$ cat config.mk
export PLATFORM = sky130hd
export DESIGN_NAME = vedic_mac_acc
export DESIGN_NICKNAME = d
export VERILOG_FILES = /design/src/rtl/vedic_pkg.sv /design/src/rtl/vedic_mac_acc_vedic4.sv /design/src/rtl/vedic_mac_acc.sv
export SDC_FILE = /design/constraint.sdc
export NUM_CORES = 1
export LEC_CHECK = 0
export ABC_AREA = 0
export CAP_MARGIN = 40
export CORE_UTILIZATION = 55
export DETAILED_ROUTE_END_ITERATION = 6
export GPL_ROUTABILITY_DRIVEN = 0
export GPL_TIMING_DRIVEN = 0
export HOLD_SLACK_MARGIN = 0.15
export PLACE_DENSITY = 0.89
export SLEW_MARGIN = 20
export SYNTH_ARGS = -nofsm -noshare
export SYNTH_HDL_FRONTEND = slang
export SYNTH_SLANG_ARGS = --single-unit
$ cat constraint.sdc
create_clock -name clk -period 6.6 [get_ports clk]
set_input_delay 0.66 -clock clk [delete_from_list [all_inputs] [get_ports clk]]
set_output_delay 0.66 -clock clk [all_outputs]
set_load 0.1 [all_outputs]
$ cat src/rtl/vedic_pkg.sv
// Shared types and constants for the Vedic multiply-accumulate block.
package vedic_pkg;

  localparam int unsigned OPND_W = 4;
  localparam int unsigned PROD_W = 8;

  typedef enum logic [1:0] {
    ST_IDLE = 2'd0,
    ST_RUN  = 2'd1,
    ST_DONE = 2'd2
  } state_e;

endpackage

$ cat src/rtl/vedic_mac_acc_vedic4.sv
// 4x4 unsigned multiplier built from four Urdhva-Tiryagbhyam 2x2 partial products.
module vedic4
  import vedic_pkg::*;
(
  input  logic [OPND_W-1:0] a,
  input  logic [OPND_W-1:0] b,
  output logic [PROD_W-1:0] p
);

  // 2x2 vertical-and-crosswise multiply with gate-level carry.
  function automatic logic [3:0] vedic2(input logic [1:0] x, input logic [1:0] y);
    logic cross_lo;
    logic cross_hi;
    logic carry;
    cross_lo = x[1] & y[0];
    cross_hi = x[0] & y[1];
    carry    = cross_lo & cross_hi;
    vedic2   = {x[1] & y[1] & carry,
                (x[1] & y[1]) ^ carry,
                cross_lo ^ cross_hi,
                x[0] & y[0]};
  endfunction

  logic [3:0]        q_ll;
  logic [3:0]        q_hl;
  logic [3:0]        q_lh;
  logic [3:0]        q_hh;
  logic [5:0]        mid_sum;

  always_comb begin
    q_ll    = vedic2(a[1:0], b[1:0]);
    q_hl    = vedic2(a[3:2], b[1:0]);
    q_lh    = vedic2(a[1:0], b[3:2]);
    q_hh    = vedic2(a[3:2], b[3:2]);
    // crosswise terms plus upper half of the low product, all at weight 4
    mid_sum = 6'(q_hl) + 6'(q_lh) + 6'(q_ll[3:2]);
    p       = {PROD_W'({q_hh, 4'b0000}) + PROD_W'({mid_sum, 2'b00})} | PROD_W'(q_ll[1:0]);
  end

endmodule

$ cat src/rtl/vedic_mac_acc.sv
// Frame-based saturating multiply-accumulate: sums cfg_len products of 4-bit operand pairs.
module vedic_mac_acc
  import vedic_pkg::*;
#(
  parameter int unsigned ACC_W = 12,
  parameter int unsigned LEN_W = 4
) (
  input  logic              clk,
  input  logic              rst,
  input  logic              start,
  input  logic [LEN_W-1:0]  cfg_len,
  input  logic              in_valid,
  output logic              in_ready,
  input  logic [OPND_W-1:0] in_a,
  input  logic [OPND_W-1:0] in_b,
  output logic              out_valid,
  input  logic              out_ready,
  output logic [ACC_W-1:0]  out_acc,
  output logic              out_ovf,
  output logic              busy
);

  localparam int unsigned CNT_W = LEN_W + 1;
  localparam logic [ACC_W-1:0] ACC_MAX = '1;

  state_e              state_q, state_d;
  logic [CNT_W-1:0]    len_q, len_d;
  logic [CNT_W-1:0]    cnt_q, cnt_d;
  logic [ACC_W-1:0]    acc_q, acc_d;
  logic                ovf_q, ovf_d;
  logic [PROD_W-1:0]   prod_q, prod_d;
  logic                prod_vld_q, prod_vld_d;

  logic [PROD_W-1:0]   prod_c;
  logic [ACC_W:0]      sum_c;
  logic                xfer_c;

  vedic4 u_vedic4 (
    .a (in_a),
    .b (in_b),
    .p (prod_c)
  );

  assign in_ready  = (state_q == ST_RUN) && (cnt_q < len_q);
  assign xfer_c    = in_valid & in_ready;
  assign sum_c     = {1'b0, acc_q} + (ACC_W + 1)'(prod_q);
  assign out_valid = (state_q == ST_DONE);
  assign out_acc   = acc_q;
  assign out_ovf   = ovf_q;
  assign busy      = (state_q != ST_IDLE);

  // Next-state and datapath update.
  always_comb begin
    state_d    = state_q;
    len_d      = len_q;
    cnt_d      = cnt_q;
    acc_d      = acc_q;
    ovf_d      = ovf_q;
    prod_d     = prod_q;
    prod_vld_d = 1'b0;
    unique case (state_q)
      ST_IDLE: begin
        if (start) begin
          state_d = ST_RUN;
          len_d   = (cfg_len == '0) ? (CNT_W'(1) << LEN_W) : {1'b0, cfg_len};
          cnt_d   = '0;
          acc_d   = '0;
          ovf_d   = 1'b0;
        end
      end
      ST_RUN: begin
        if (xfer_c) begin
          prod_d     = prod_c;
          prod_vld_d = 1'b1;
          cnt_d      = cnt_q + CNT_W'(1);
        end
        if (prod_vld_q) begin
          acc_d = sum_c[ACC_W] ? ACC_MAX : sum_c[ACC_W-1:0];
          ovf_d = ovf_q | sum_c[ACC_W];
          // count only reaches len once the last product sits in prod_q
          if (cnt_q == len_q) begin
            state_d = ST_DONE;
          end
        end
      end
      ST_DONE: begin
        if (out_ready) begin
          state_d = ST_IDLE;
        end
      end
      default: state_d = ST_IDLE;
    endcase
  end

  always_ff @(posedge clk) begin
    if (rst) begin
      state_q    <= ST_IDLE;
      len_q      <= '0;
      cnt_q      <= '0;
      acc_q      <= '0;
      ovf_q      <= 1'b0;
      prod_q     <= '0;
      prod_vld_q <= 1'b0;
    end else begin
      state_q    <= state_d;
      len_q      <= len_d;
      cnt_q      <= cnt_d;
      acc_q      <= acc_d;
      ovf_q      <= ovf_d;
      prod_q     <= prod_d;
      prod_vld_q <= prod_vld_d;
    end
  end

endmodule

==> Word-level counts from Yosys, hierarchy flattened <==
Cells that the tools add are included.
{ "op_classes": {"n_addsub": 5, "order_cmp": 1, "n_eq_ne": 8, "muxes": 17, "n_bitwise": 36, "reduce_logical": 11} }
{ "ops": {"columns": ["cell", "n"], "rows": [
  ["$mux W12", 3],
  ["$and A1 B1 Y1", 25],
  ["$pmux W12 S2", 1],
  ["$mux W5", 3],
  ["$add A12 B8 Y13", 1],
  ["$pmux W5 S2", 1],
  ["$add A8 B8 Y8", 1],
  ["$mux W2", 4],
  ["$or A8 B2 Y8", 1],
  ["$xor A1 B1 Y1", 8],
  ["$add A6 B2 Y6", 1],
  ["$ne A2 B2 Y1 const B", 3],
  ["$pmux W2 S3", 1],
  ["$reduce_and A3 Y1", 2],
  ["$add A4 B4 Y5", 1],
  ["$add A5 B1 Y5 const B", 1],
  ["$eq A5 B5 Y1", 1],
  ["$lt A5 B5 Y1", 1],
  ["$logic_not A4 Y1", 1],
  ["$ne A2 B1 Y1 const B", 2],
  ["$reduce_and A2 Y1", 2],
  ["$reduce_and A4 Y1", 1],
  ["$reduce_bool A2 Y1", 2],
  ["$mux W1", 3],
  ["8 further kinds", 8]
]} }
{ "totals": {"reg_bits": 34, "input_bits": 17, "output_inout_bits": 16} }

==> Depth between registers and ports, before layout <==
{ "depth": {"depth_word": 7, "ltp_mapped": 13, "depth_no_buf": 13} }

==> Hierarchy <==
A second synthesis with hierarchy kept.
{ "unflattened": {"hier_cells": 275, "hier_area_um2": 2481.1} }
{ "by_module_without_submodules": {"columns": ["mod", "instances", "cells_each", "area_per_inst_um2", "seq_area_each_um2"], "rows": [
  ["vedic_mac_acc", 1, 224, 1990.7, 680.7],
  ["vedic4", 1, 51, 490.5, 0.0]
]} }

==> Least setup slack after synthesis <==
No wires, ideal clock.
{ "synth_path": {"kind": "input port to flip-flop", "startpoint": "input in_a[1]", "endpoint": "register prod_q[7]", "arrival_time_ns": 3.361, "required_time_ns": 6.514, "path_slack_ns": 3.153, "path_stages": 13, "cell_sequence": "and2_1 > ha_1 > fa_1 > ha_1 > a21oi_1 > nor2_1 > xnor2_1 > ha_1 > a21o_1 > a21oi_1 > xnor2_1 > xnor2_1 > a211oi_1"} }
{ "synth_via": {"elab_chain_len": 7, "word_cells_on_any_way": 15} }
{ "synth_lines": {"columns": ["element", "line", "text"], "rows": [
  ["from (decl)", "vedic_mac_acc.sv:14", "input logic [OPND_W-1:0] in_a,"],
  ["$and A1 B1 Y1", "vedic_mac_acc_vedic4.sv:15", "cross_lo = x[1] & y[0];"],
  ["$and A1 B1 Y1", "vedic_mac_acc_vedic4.sv:17", "carry = cross_lo & cross_hi;"],
  ["$xor A1 B1 Y1 / $and A1 B1 Y1 (equally long branches)", "vedic_mac_acc_vedic4.sv:19, vedic_mac_acc_vedic4.sv:18", null],
  ["$add A4 B4 Y5", "vedic_mac_acc_vedic4.sv:36", "mid_sum = 6'(q_hl) + 6'(q_lh) + 6'(q_ll[3:2]);"],
  ["$add A6 B2 Y6 *", "vedic_mac_acc_vedic4.sv:36", null],
  ["$add A8 B8 Y8 *", "vedic_mac_acc_vedic4.sv:37", "p = {PROD_W'({q_hh, 4'b0000}) + PROD_W'({mid_sum, 2'b00})} | PROD_W'(q_ll[1:0]);"],
  ["$or A8 B2 Y8 *", "vedic_mac_acc_vedic4.sv:37", null],
  ["to (signal assigned)", "vedic_mac_acc.sv:110", "prod_q <= prod_d;"],
  ["to (decl)", "vedic_mac_acc.sv:31", "logic [PROD_W-1:0] prod_q, prod_d;"]
]} }
Every way passes the cells marked *; elsewhere a longest branch is shown, timed or not.
A chain may end at the register's enable or synchronous reset.

==> Final worst setup path <==
Ends and elaborated chain as after synthesis.

==> flow_summary.html <==
<table>
<tr><th>Metric</th><th>Value</th></tr>
<tr><th colspan="2">Power</th></tr>
<tr><td>Internal power summed over all cells</td><td>0.328 mW</td></tr>
<tr><td>Largest vdd supply drop</td><td>0.143 mV</td></tr>
<tr><td>Total power after layout</td><td>0.466 mW</td></tr>
<tr><td>Psw</td><td>roughly 0.14 mW</td></tr>
<tr><td>Sequential group share of total power</td><td>a little under half</td></tr>
<tr><td>Power per cell area</td><td>151 nW/um2</td></tr>
<tr><td>Share of power burned in the clock network</td><td>31.6%</td></tr>
<tr><td>Logic pwr share</td><td>22.5%</td></tr>
<tr><td>Cell leakage power</td><td>1.30 nW</td></tr>
<tr><td>Fraction of power spent switching nets</td><td>between 20% and 30%</td></tr>
<tr><th colspan="2">CTS</th></tr>
<tr><td>Post-CTS Hold Fix Bufs</td><td>0</td></tr>
<tr><td>Sinks on the clock net</td><td>34</td></tr>
<tr><td>Post CTS Setup Buffer Count</td><td>0</td></tr>
<tr><td>Cells resized by post-CTS repair</td><td>0</td></tr>
<tr><td>CTS Root Buffer Type</td><td>sky130_fd_sc_hd__clkbuf_8</td></tr>
<tr><td>CTS Buf Count</td><td>5</td></tr>
<tr><td>Latest clock arrival within the worst-skew pair</td><td>300 ps</td></tr>
<tr><td>CTS tree</td><td>built</td></tr>
<tr><td>H-tree depth</td><td>2</td></tr>
<tr><td>Maximum clock path buffer count</td><td>2</td></tr>
<tr><td>Clock-pin slew on the worst setup and hold paths</td><td>60 ps</td></tr>
<tr><th colspan="2">GRT</th></tr>
<tr><td>Pin count of the biggest net entering global routing</td><td>11</td></tr>
<tr><td>Global-route wire length before repair</td><td>9690 um</td></tr>
<tr><td>Met2 Resource Use GR</td><td>50.2%</td></tr>
<tr><td>Met1 Use GR</td><td>34.5%</td></tr>
<tr><td>Via count of the first global-routing pass</td><td>2135</td></tr>
<tr><td>Grt peak-use layer</td><td>met2</td></tr>
<tr><td>Residual overflow from global routing</td><td>0</td></tr>
<tr><td>Global-route met3 utilization</td><td>4.83%</td></tr>
<tr><td>Initial antenna violation count</td><td>0</td></tr>
<tr><td>All-layer global routing usage</td><td>approximately 30%</td></tr>
<tr><th colspan="2">Yosys</th></tr>
<tr><td>Area of the mapped netlist</td><td>2390 um2</td></tr>
<tr><td>Number of distinct library cell variants in the gate-level netlist after synthesis</td><td>42</td></tr>
<tr><td>Leading cell type by number of instances after synthesis</td><td>sky130_fd_sc_hd__dfxtp_1</td></tr>
<tr><td>Area share of fa/ha/maj cells after synthesis</td><td>19.6%</td></tr>
<tr><td>Complex-gate fraction of the synthesized area</td><td>between 10% and 20%</td></tr>
<tr><td>Synth top cells by count</td><td>34 x sky130_fd_sc_hd__dfxtp_1, 31 x sky130_fd_sc_hd__ha_1, 30 x sky130_fd_sc_hd__a21oi_1, 27 x sky130_fd_sc_hd__nor2_1, 21 x sky130_fd_sc_hd__nand2_1</td></tr>
<tr><td>Main combinational cell family by area after synthesis</td><td>simple AND/OR/NAND/NOR gates</td></tr>
<tr><td>Count of warnings emitted by yosys</td><td>0</td></tr>
<tr><td>Total nets after synthesis</td><td>329</td></tr>
<tr><td>Post-synthesis share of cell area spent on and, or, nand and nor gates</td><td>22.2%</td></tr>
<tr><td>Number of instances in the synthesized netlist</td><td>approximately 280</td></tr>
<tr><td>Sequential cell area fraction in the yosys report</td><td>28.5%</td></tr>
<tr><td>Cell types occupying the most area after synthesis</td><td>sky130_fd_sc_hd__dfxtp_1 29%, sky130_fd_sc_hd__ha_1 16%, sky130_fd_sc_hd__a21oi_1 6.3%</td></tr>
<tr><td>Number of synthesized register bits</td><td>34</td></tr>
<tr><td>Share of synthesized registers carrying an async set or reset</td><td>0%</td></tr>
<tr><td>Top-area cell type share of the netlist area</td><td>roughly 29%</td></tr>
<tr><td>Number of enable-type register cells in the synthesized netlist</td><td>0</td></tr>
<tr><td>Leading area contributor after synthesis</td><td>sky130_fd_sc_hd__dfxtp_1</td></tr>
<tr><td>Mean instance size in the synthesized netlist</td><td>8.62 um2</td></tr>
<tr><td>Proportion of synthesized area in mux cells</td><td>2.52%</td></tr>
<tr><td>Fraction of synthesized cell area in xor and xnor cells</td><td>between 6 and 7%</td></tr>
<tr><td>Top FF cell, synth</td><td>sky130_fd_sc_hd__dfxtp_1</td></tr>
<tr><th colspan="2">Die</th></tr>
<tr><td>Number of rows in the core area</td><td>23</td></tr>
<tr><td>Y dimension of the die</td><td>67.9 um</td></tr>
<tr><td>Die width</td><td>67.9 um</td></tr>
<tr><td>Initial cell density of the core</td><td>58.4%</td></tr>
<tr><td>Placeable core area</td><td>4090 um2</td></tr>
<tr><td>I/O pin count</td><td>33</td></tr>
<tr><td>Total die area</td><td>4610 um2</td></tr>
<tr><th colspan="2">Placed design</th></tr>
<tr><td>Placed cells</td><td>~380</td></tr>
<tr><td>Half-perimeter wire length after detailed placement</td><td>4530 um</td></tr>
<tr><td>Number of buffer cells added on primary ports</td><td>32</td></tr>
<tr><td>Post-place setup slack</td><td>2400 ps</td></tr>
<tr><th colspan="2">STA</th></tr>
<tr><td>Final critical-path required period</td><td>3880 ps</td></tr>
<tr><td>Highest clock frequency the design can meet</td><td>258 MHz</td></tr>
<tr><td>Slew at the pin with the worst max-slew slack</td><td>581 ps</td></tr>
<tr><td>Tcrit/Tclk final</td><td>58.7%</td></tr>
<tr><td>Setup_tns</td><td>0 ps</td></tr>
<tr><td>Final Worst Setup Slack</td><td>between 2000 and 3000 ps</td></tr>
<tr><td>Final hold vios</td><td>0</td></tr>
<tr><td>Final Max Tran Viols</td><td>0</td></tr>
<tr><td>Setup skew after layout</td><td>5.23 ps</td></tr>
<tr><td>RSZ-0062 raised after global routing</td><td>false</td></tr>
<tr><td>Final setup violating endpoints</td><td>0</td></tr>
<tr><td>Remaining max-slew budget at the tightest pin</td><td>about three fifths</td></tr>
<tr><th colspan="2">Setup path</th></tr>
<tr><td>Highest net fanout along the worst path</td><td>4</td></tr>
<tr><td>Worst Path Required</td><td>6810 ps</td></tr>
<tr><td>Endpoint class of the critical path</td><td>flip-flop</td></tr>
<tr><td>Critical path data arrival time</td><td>just over 4000 ps</td></tr>
<tr><td>Kind of start point of the critical path</td><td>input pin</td></tr>
<tr><td>Path type of the worst setup path</td><td>in -&gt; reg</td></tr>
<tr><th colspan="2">Worst hold path</th></tr>
<tr><td>Worst hold path type</td><td>reg -&gt; reg</td></tr>
<tr><th colspan="2">Detailed routing</th></tr>
<tr><td>Post-detailed-route DRC marker count</td><td>0</td></tr>
<tr><td>DR vias</td><td>2165</td></tr>
<tr><td>Via/cell ratio</td><td>5.67</td></tr>
<tr><td>Initial drt markers</td><td>103</td></tr>
<tr><td>Number of nets still failing antenna checks after routing</td><td>0</td></tr>
<tr><td>Detailed-route wire length</td><td>5780 um</td></tr>
<tr><td>Number of iterations in the first detailed-routing pass</td><td>4</td></tr>
<tr><td>Average wire length per cell after detail routing</td><td>15.1 um</td></tr>
<tr><th colspan="2">Layout</th></tr>
<tr><td>Synth-to-Final Area Change</td><td>29.3%</td></tr>
<tr><td>Final standard cell count with taps included and fillers excluded</td><td>382</td></tr>
<tr><td>Number of nets in the layout</td><td>~380</td></tr>
<tr><td>Final core utilization</td><td>75.5%</td></tr>
<tr><td>Antenna diode count</td><td>0</td></tr>
<tr><td>Layout cells sized above 1</td><td>11.4%</td></tr>
<tr><td>Layout filler cell count</td><td>289</td></tr>
<tr><th colspan="2">Run status</th></tr>
<tr><td>Outcome</td><td>finished clean</td></tr>
<tr><th colspan="2">Flow run</th></tr>
<tr><td>Count of maximum capacitance violations</td><td>0</td></tr>
</table>
## power groups by stage
stage | logic [mW] | registers [mW] | clock network, mW
after floorplan | 0.0676 | 0.220 | 0
after global placement | 0.0958 | 0.218 | 0
after detailed placement | 0.104 | 0.218 | 0
after CTS | 0.105 | 0.214 | 0.150
after global routing | 0.116 | 0.214 | 0.157
final | 0.105 | 0.214 | 0.147
## state kept, by name, indices dropped and copies added (netlist names)
name / count
out_acc: 12
prod_q: 8
len_q: 5
out_ovf: 1
prod_vld_q: 1
state_q: 2
cnt_q: 5
## kinds of logic (layout without fill, tap and decap cells)
kind of cell	count (synthesis)	after routing
xor+xnor	17	17
simple gates	103	103
mux	6	6
fa+ha+maj	35	35
compound gates	60	60
buf+inv	22	77
flops	34	34
## final cells by class
type,instances,area [um2],share of cell area [%]
Buffer,8,41.3,1.34
Clock buffer,7,76.3,2.47
Inverter,14,52.6,1.70
Multi-Input combinational cell,221,1610,52.2
Sequential cell,34,681,22.1
Tap cell,50,62.6,2.03
Timing Repair Buffer,48,561,18.2
## placed cells by master (no fill, tap or decap), drive strengths merged
cell type	count
o21ai	7
nand3	7
nand4	4
inv	14
o31ai	1
and2b	1
nor4	3
nand2b	6
mux2i	6
nor2	29
nand2	21
xor2	8
clkdlybuf4s50	32
o311a	1
clkbuf	12
a21o	7
a21oi	31
nor3b	2
and2	16
dfxtp	34
a31oi	2
buf	19
o211ai	2
fa	4
a211oi	8
xnor2	9
a22oi	1
or4	1
ha	31
nor3	5
or2	2
and4	1
nor2b	3
nand4b	2
## routing by layer
layer / vias to the layer above / share of wire (%)
li1: 1077 / -
met1: 1018 / 42
met2: 52 / 51
met3: 18 / 3.9
met4: 0 / 2.6
met5: - / 0
## stage by stage
step	instance area, um2	hold slack (ps)
4_1_cts	3090	460
3_3_place_gp	2770	441
3_5_place_dp	3010	451
6_report	3090	457
5_1_grt	3090	478
2_1_floorplan	2390	432
## worst paths after layout
path | startpoint | to | slack (ps) | cells after the start
setup / recovery | in_a[1] | prod_q[7]$_SDFFE_PP0P_ | 2720 | 14
hold / removal | len_q[3]$_SDFFE_PP0P_ | len_q[3]$_SDFFE_PP0P_ | 460 | 2
setup reg to reg | out_acc[0]$_SDFFE_PP0P_ | out_acc[3]$_SDFFE_PP0P_ | 4260 | 10
hold reg to reg | len_q[3]$_SDFFE_PP0P_ | len_q[3]$_SDFFE_PP0P_ | 460 | 2
## worst max-delay path, cell delays in order
cell and delay, ps:
sky130_fd_sc_hd__clkdlybuf4s50_1 450, sky130_fd_sc_hd__and2_1 180, sky130_fd_sc_hd__ha_1 330, sky130_fd_sc_hd__fa_1 610, sky130_fd_sc_hd__ha_1 250, sky130_fd_sc_hd__a21oi_1 210
sky130_fd_sc_hd__nor2_1 80, sky130_fd_sc_hd__xnor2_1 230, sky130_fd_sc_hd__ha_1 270, sky130_fd_sc_hd__a21o_1 180, sky130_fd_sc_hd__a21oi_1 170, sky130_fd_sc_hd__xnor2_1 150
sky130_fd_sc_hd__xnor2_1 90, sky130_fd_sc_hd__a211oi_1 240
Note: power is estimated with default switching activity, not from simulation.
